--- src/rtl/rv32i_multicycle_ctrl.sv ---
// Multi-cycle RV32I controller that sequences FETCH/DECODE/EXEC/MEM/WB with a memory watchdog and a sticky trap.
// Optional retired-instruction counter port instret_cnt is enabled by defining RV_MC_PERF_CNT_EN.
module rv32i_multicycle_ctrl #(
  parameter int MEM_TIMEOUT  = 255,
  parameter int TIMEOUT_W    = 8,
  parameter int RETIRE_CNT_W = 32
) (
  input  logic       clk,
  input  logic       rst_n,
  input  logic [6:0] opcode,
  input  logic       branch_taken,
  input  logic       mem_ready,
  output logic       mem_req,
  output logic       mem_we,
  output logic       iord,
  output logic       ir_write,
  output logic       mdr_write,
  output logic       pc_write,
  output logic [1:0] pc_src,
  output logic [1:0] alu_src_a,
  output logic [1:0] alu_src_b,
  output logic [1:0] alu_op,
  output logic       reg_write,
  output logic [1:0] wb_sel,
  output logic       instr_done,
  output logic       trap,
  output logic [1:0] trap_cause,
  output logic [2:0] state_dbg
`ifdef RV_MC_PERF_CNT_EN
  , output logic [RETIRE_CNT_W-1:0] instret_cnt
`endif
);

  typedef enum logic [2:0] {
    S_IDLE = 3'd0, S_FETCH = 3'd1, S_DECODE = 3'd2, S_EXEC = 3'd3,
    S_MEM = 3'd4, S_WB = 3'd5, S_TRAP = 3'd6
  } state_t;

  typedef enum logic [3:0] {
    C_R, C_I, C_LOAD, C_STORE, C_BR, C_JAL, C_JALR, C_LUI, C_AUIPC, C_ILL
  } cls_t;

  localparam logic [TIMEOUT_W:0] TO_LIM = (TIMEOUT_W+1)'(MEM_TIMEOUT);

  state_t               state_q, state_d;
  cls_t                 cls_q, cls_d, cls_dec;
  logic [1:0]           cause_q, cause_d;
  logic [TIMEOUT_W-1:0] wdog_q, wdog_d;
  logic [TIMEOUT_W:0]   wdog_nx;
  logic                 wait_cyc, timeout;

  always_comb begin
    cls_dec = C_ILL;
    case (opcode)
      7'b0110011: cls_dec = C_R;
      7'b0010011: cls_dec = C_I;
      7'b0000011: cls_dec = C_LOAD;
      7'b0100011: cls_dec = C_STORE;
      7'b1100011: cls_dec = C_BR;
      7'b1101111: cls_dec = C_JAL;
      7'b1100111: cls_dec = C_JALR;
      7'b0110111: cls_dec = C_LUI;
      7'b0010111: cls_dec = C_AUIPC;
      default:    cls_dec = C_ILL;
    endcase
  end

  // The watchdog counts the current wait cycle too, so the trap fires on the MEM_TIMEOUT-th unanswered cycle.
  assign wait_cyc = ((state_q == S_FETCH) || (state_q == S_MEM)) && !mem_ready;
  assign wdog_nx  = {1'b0, wdog_q} + {{TIMEOUT_W{1'b0}}, 1'b1};
  assign timeout  = (MEM_TIMEOUT != 0) && wait_cyc && (wdog_nx == TO_LIM);

  always_comb begin
    state_d    = state_q;
    cls_d      = cls_q;
    cause_d    = cause_q;
    mem_req    = 1'b0;
    mem_we     = 1'b0;
    iord       = 1'b0;
    ir_write   = 1'b0;
    mdr_write  = 1'b0;
    pc_write   = 1'b0;
    pc_src     = 2'b00;
    alu_src_a  = 2'b00;
    alu_src_b  = 2'b00;
    alu_op     = 2'b00;
    reg_write  = 1'b0;
    wb_sel     = 2'b00;
    instr_done = 1'b0;
    trap       = 1'b0;
    trap_cause = 2'b00;
    case (state_q)
      S_IDLE: state_d = S_FETCH;
      S_FETCH: begin
        mem_req   = 1'b1;
        alu_src_b = 2'b10;
        if (mem_ready) begin
          ir_write = 1'b1;
          pc_write = 1'b1;
          state_d  = S_DECODE;
        end else if (timeout) begin
          state_d = S_TRAP;
          cause_d = 2'b10;
        end
      end
      S_DECODE: begin
        alu_src_a = 2'b11;
        alu_src_b = 2'b01;
        cls_d     = cls_dec;
        if (cls_dec == C_ILL) begin
          state_d = S_TRAP;
          cause_d = 2'b01;
        end else begin
          state_d = S_EXEC;
        end
      end
      S_EXEC: begin
        state_d = S_WB;
        case (cls_q)
          C_R:     begin alu_src_a = 2'b01; alu_op = 2'b10; end
          C_I:     begin alu_src_a = 2'b01; alu_src_b = 2'b01; alu_op = 2'b10; end
          C_LOAD, C_STORE: begin
            alu_src_a = 2'b01;
            alu_src_b = 2'b01;
            state_d   = S_MEM;
          end
          C_LUI:   begin alu_src_a = 2'b10; alu_src_b = 2'b01; end
          C_AUIPC: begin alu_src_a = 2'b11; alu_src_b = 2'b01; end
          C_BR: begin
            alu_src_a  = 2'b01;
            alu_op     = 2'b01;
            pc_src     = 2'b01;
            pc_write   = branch_taken;
            instr_done = 1'b1;
            state_d    = S_FETCH;
          end
          C_JAL: begin
            reg_write  = 1'b1;
            wb_sel     = 2'b10;
            pc_write   = 1'b1;
            pc_src     = 2'b01;
            instr_done = 1'b1;
            state_d    = S_FETCH;
          end
          C_JALR: begin
            alu_src_a  = 2'b01;
            alu_src_b  = 2'b01;
            reg_write  = 1'b1;
            wb_sel     = 2'b10;
            pc_write   = 1'b1;
            instr_done = 1'b1;
            state_d    = S_FETCH;
          end
          default: state_d = S_FETCH;
        endcase
      end
      S_MEM: begin
        mem_req = 1'b1;
        iord    = 1'b1;
        mem_we  = (cls_q == C_STORE);
        if (mem_ready) begin
          if (cls_q == C_STORE) begin
            instr_done = 1'b1;
            state_d    = S_FETCH;
          end else begin
            mdr_write = 1'b1;
            state_d   = S_WB;
          end
        end else if (timeout) begin
          state_d = S_TRAP;
          cause_d = 2'b10;
        end
      end
      S_WB: begin
        reg_write  = 1'b1;
        wb_sel     = (cls_q == C_LOAD) ? 2'b01 : 2'b00;
        instr_done = 1'b1;
        state_d    = S_FETCH;
      end
      S_TRAP: begin
        trap       = 1'b1;
        trap_cause = cause_q;
      end
      default: state_d = S_IDLE;
    endcase
  end

  always_comb begin
    wdog_d = wdog_q;
    if (state_d != state_q) wdog_d = '0;
    else if (wait_cyc)      wdog_d = wdog_nx[TIMEOUT_W-1:0];
  end

  always_ff @(posedge clk or negedge rst_n) begin
    if (!rst_n) begin
      state_q <= S_IDLE;
      cls_q   <= C_ILL;
      cause_q <= 2'b00;
      wdog_q  <= '0;
    end else begin
      state_q <= state_d;
      cls_q   <= cls_d;
      cause_q <= cause_d;
      wdog_q  <= wdog_d;
    end
  end

  assign state_dbg = state_q;

`ifdef RV_MC_PERF_CNT_EN
  logic [RETIRE_CNT_W-1:0] instret_q;

  always_ff @(posedge clk or negedge rst_n) begin
    if (!rst_n) begin
      instret_q <= '0;
    end else if (instr_done && (state_q != S_TRAP)) begin
      instret_q <= instret_q + {{(RETIRE_CNT_W-1){1'b0}}, 1'b1};
    end
  end

  assign instret_cnt = instret_q;
`endif

endmodule

--- config.mk ---
export PLATFORM = sky130hd
export DESIGN_NAME = rv32i_multicycle_ctrl
export DESIGN_NICKNAME = d
export VERILOG_FILES = /design/src/rtl/rv32i_multicycle_ctrl.sv
export SDC_FILE = /design/constraint.sdc
export NUM_CORES = 1
export LEC_CHECK = 0
export BUFFER_PORTS_ARGS = -buffer_cell sky130_fd_sc_hd__buf_4
export CORE_MARGIN = 4
export CORE_UTILIZATION = 50
export DETAILED_ROUTE_END_ITERATION = 8
export MAX_ROUTING_LAYER = met4
export PLACE_DENSITY = 0.82
export SYNTH_ARGS = -nofsm -noshare
export SYNTH_HDL_FRONTEND = slang
export SYNTH_SLANG_ARGS = --single-unit
export TNS_END_PERCENT = 20
--- constraint.sdc ---
create_clock -name clk -period 2.2 [get_ports clk]
set_input_delay 0 -clock clk [delete_from_list [all_inputs] [get_ports clk]]
set_output_delay 0 -clock clk [all_outputs]
set_load 0.02 [all_outputs]
==> metrics.md <==
| Metric | Value |
|---|---|
| Fraction of registers with async set/reset | 100% |
| Post-route fraction of the period consumed by the critical path | 88.9% |
| # DRC | 0 |
| Core area | 2570 um2 |
| Fraction of the mapped netlist area in simple logic gates | 30.0% |
| Class of the most critical hold timing path | primary input to flop |
| Part of the Yosys area used for sequential elements | 30.9% |
| Number of register bits inferred by synthesis | 17 |
| H-tree levels | 1 |
| Biggest area consumer among synthesized cells | sky130_fd_sc_hd__dfrtp_1 |
| Number of stages on the worst hold path | 3 |
| Compound-Gate Fraction of Synth Area | 24.1% |
| Cell area after technology mapping | 1380 um2 |
| Wire length of the first global-routing pass | 5600 um |
| Unrepaired setup endpoints after global routing | false |
| CTS clk-pin slew, worst paths | 100 ps |
| Max-cap violations | 0 |
| WL per Instance | 14.5 um |
| Worst VDD drop | 0.797 mV |
| Tot Pwr | 1.56 mW |
| Highest layer used for signal routing | met4 |
| Minimum clock period after layout | 1950 ps |
| Setup TNS | 0 ps |
| Antenna Nets Post-Route | 0 |
| Start-to-end type of the worst setup path | flop to flop |
| Static power due to leakage | 0.773 nW |
| Synthesized area divided by synthesized cell count | 8.00 um2 |
| Num CTS Buffers | 3 |
| Fill count | 236 |
| Total Wirelength | 3440 um |
| I/O Pins | 35 |
| Number of cell instances on the worst register-to-register path | 6 |
| Max Buffers Root-to-Sink | 2 |
| Upper clock frequency limit | 0.512 GHz |
| Nets@finish | 221 |
| Clock network latency to the later pin of the worst-skew pair | 300 ps |
| EDFF count, synth | 0 |
| Met2 Wirelength | 1760 um |
| Via-to-Cell Ratio | 5.87 |
| Result of the run | finished clean |
| # clock sinks | 17 |
| Post-synth top flop | sky130_fd_sc_hd__dfrtp_1 |
| Synthesized netlist net count | 186 |
| CP required | 2390 ps |
| Max Slew Vio Count | 0 |
| Cells traversed along the worst timing path | ha_1, nor2b_1, o21ai_0, a2111oi_4, nand2_2, a221o_1 |
| Starting utilization of the core area | 53.9% |
| Multiplexer area fraction after synthesis | 0.723% |
| Pin count of the biggest net entering global routing | 18 |
| Leading cell types by total area after synthesis | sky130_fd_sc_hd__dfrtp_1 27%, sky130_fd_sc_hd__xor2_1 4.4%, sky130_fd_sc_hd__nor3_1 4.0%, sky130_fd_sc_hd__o21ai_0 4.0%, sky130_fd_sc_hd__dfstp_2 3.8% |
| Number of global-route vias before repair | 1258 |
| Horizontal die dimension | 60.6 um |
| Power density of the placed cells | 912 nW/um2 |
| Cell at the slowest stage of the critical path | sky130_fd_sc_hd__dfrtp_1 |
| Rows | 18 |
| Initial antenna violation count | 0 |
| Post-synth cell types | 46 |
| Proportion of layout cells with a drive suffix above 1 | 24.2% |
| Critical path endpoint category | flop |
| Number of buffers added for setup after CTS | 0 |
| DP HPWL | 2670 um |
| Diodes inserted | 0 |
| Remaining global-route overflow | 0 |
| Die Height | 60.6 um |
| Overall global routing resource usage | 20.5% |
| Number of DRC violations after detailed-routing iteration 0 | 138 |
| Area of the die | 3670 um2 |
| Number of vias in the routed layout | 1392 |
| P&R area growth vs syn | 23.4% |
| Final Skew | 4.51 ps |
| Final hold violation count | 0 |
| Largest family of logic cells by synthesized area | simple AND/OR/NAND/NOR gates |
| Clock root cell | sky130_fd_sc_hd__clkbuf_4 |
| Arithmetic-cell share of the synthesized area counting full adders, half adders and majority gates | 1.81% |
| Routed met1 length | 1380 um |
| Count of synthesis-stage warnings from yosys | 0 |
| Number of instances in the synthesized netlist | 173 |
| RD Place Congestion | 0.913 |
| Data arrival, critical path | 2140 ps |
| Initial DRT Pass Iterations | 4 |
| Highest fanout seen on the critical path | 7 |
| Critical Path Source Type | flop |
| Number of setup violations in the final report | 0 |
| Parity-gate share of the synthesized area counting xor and xnor cells | 5.70% |
| Total length of routed met3 wires | 251 um |
| Clock tree from TritonCTS | done |
| Worst hold margin | 25.0 ps |
| Quantity of I/O buffers inserted on ports | 33 |
| Proportion of netlist area held by the largest area contributor | 27.1% |
| Maximum single-stage delay on the critical path | 440 ps |
-- worst max-delay path: cells and delay by family (launching register included) --
kind                     cells  cell delay (ps)
adder cells (fa/ha/maj)      1              300
AO/OA/AOI/OAI                3              860
AND/OR/NAND/NOR              2              240
flip-flops                   1              440
-- state kept, by name (all words and copies together) (netlist names) --
| register | cells |
|---|---|
| wdog_q | 8 |
| cause_q | 2 |
| state_dbg | 3 |
| cls_q | 4 |
-- cell families after synthesis --
logic type / Yosys count
compound gates: 45
xor+xnor: 9
fa+ha+maj: 2
buf+inv: 20
flops: 17
mux: 1
other cells: 1
simple gates: 78
-- worst paths after layout --
| path | start | endpoint | slack, ps |
|---|---|---|---|
| worst max-delay path | wdog_q[0] | state_dbg[0] | 250 |
| worst min-delay path | opcode[6] | cls_q[1] | 20 |
| worst max register to register | wdog_q[0] | state_dbg[0] | 250 |
| worst min register to register | cause_q[0] | cause_q[0] | 500 |
| max in group asynchronous | rst_n | cls_q[3] | 1860 |
| min in group asynchronous | rst_n | wdog_q[4] | 90 |
-- what timing repair did --
action | in CTS | in global routing
hold buffers | 3 | 0
endpoints found under the hold margin | 19 | 0
resized for setup | 0 | 0
-- power by group --
group          internal, mW  switching [mW]
registers             0.378          0.0965
logic                 0.377           0.539
clock network        0.0678          0.0987
total                 0.823           0.734
-- layout by cell type, fill, tap and decap left out, drive strengths merged, types with 2 or more instances in the layout --
master / synthesis / routed
clkbuf: 6 / 3
o21ai: 11 / 11
dlygate4sd3: 0 / 3
nand3b: 3 / 3
or3: 2 / 2
dfstp: 2 / 2
dfrtp: 15 / 15
o22ai: 2 / 2
a22oi: 2 / 2
o21a: 2 / 2
nand4: 4 / 4
buf: 5 / 38
nor4: 2 / 2
nor3: 11 / 11
inv: 9 / 9
a211o: 3 / 3
nor2: 11 / 11
o221ai: 2 / 2
ha: 2 / 2
xor2: 7 / 7
a2111oi: 2 / 2
a31oi: 4 / 4
xnor2: 2 / 2
or2: 2 / 2
a21oi: 9 / 9
nand3: 6 / 6
nor2b: 8 / 8
and3: 5 / 5
nand2b: 6 / 6
nand2: 13 / 13
and2: 4 / 4
-- area by class of cell --
type | instances | area [um2] | area share (%)
clock buffers | 3 | 22.5 | 1.32
flip-flops and latches | 17 | 428 | 25.1
clock inverters | 1 | 5.00 | 0.293
inverters | 9 | 33.8 | 1.98
well taps | 30 | 37.5 | 2.20
multi-input cells | 136 | 866 | 50.7
repair buffers | 41 | 315 | 18.5
-- Yosys cell counts, types with 3 or more instances --
cell type and n:
sky130_fd_sc_hd__dfrtp_1 15, sky130_fd_sc_hd__nand2_1 12, sky130_fd_sc_hd__nor2_1 11, sky130_fd_sc_hd__nor3_1 11
sky130_fd_sc_hd__o21ai_0 11, sky130_fd_sc_hd__a21oi_1 9, sky130_fd_sc_hd__inv_1 9, sky130_fd_sc_hd__nor2b_1 8
sky130_fd_sc_hd__xor2_1 7, sky130_fd_sc_hd__clkbuf_1 6, sky130_fd_sc_hd__nand2b_1 6, sky130_fd_sc_hd__nand3_1 6
sky130_fd_sc_hd__and3_1 5, sky130_fd_sc_hd__a31oi_1 4, sky130_fd_sc_hd__and2_1 4, sky130_fd_sc_hd__nand4_1 4
sky130_fd_sc_hd__a211o_1 3, sky130_fd_sc_hd__buf_2 3, sky130_fd_sc_hd__nand3b_1 3
-- through the flow --
step	instance area, um2	setup WS [ps]	util, %	std cells
floorplan	1380	192	-	173
global placement	1650	324	64.3	230
global route	1710	61.6	66.5	237
CTS	1710	244	66.5	237
finish	1710	245	66.5	237
detailed placement	1650	254	64.3	230
-- metal layers --
layer / vias to the layer above / track usage (%)
li1: 692 / -
met1: 642 / 23.4
met2: 53 / 36.5
met3: 5 / 3.40
met4: 0 / 6.50
met5: - / -
Power figures use the tool's default switching activity.
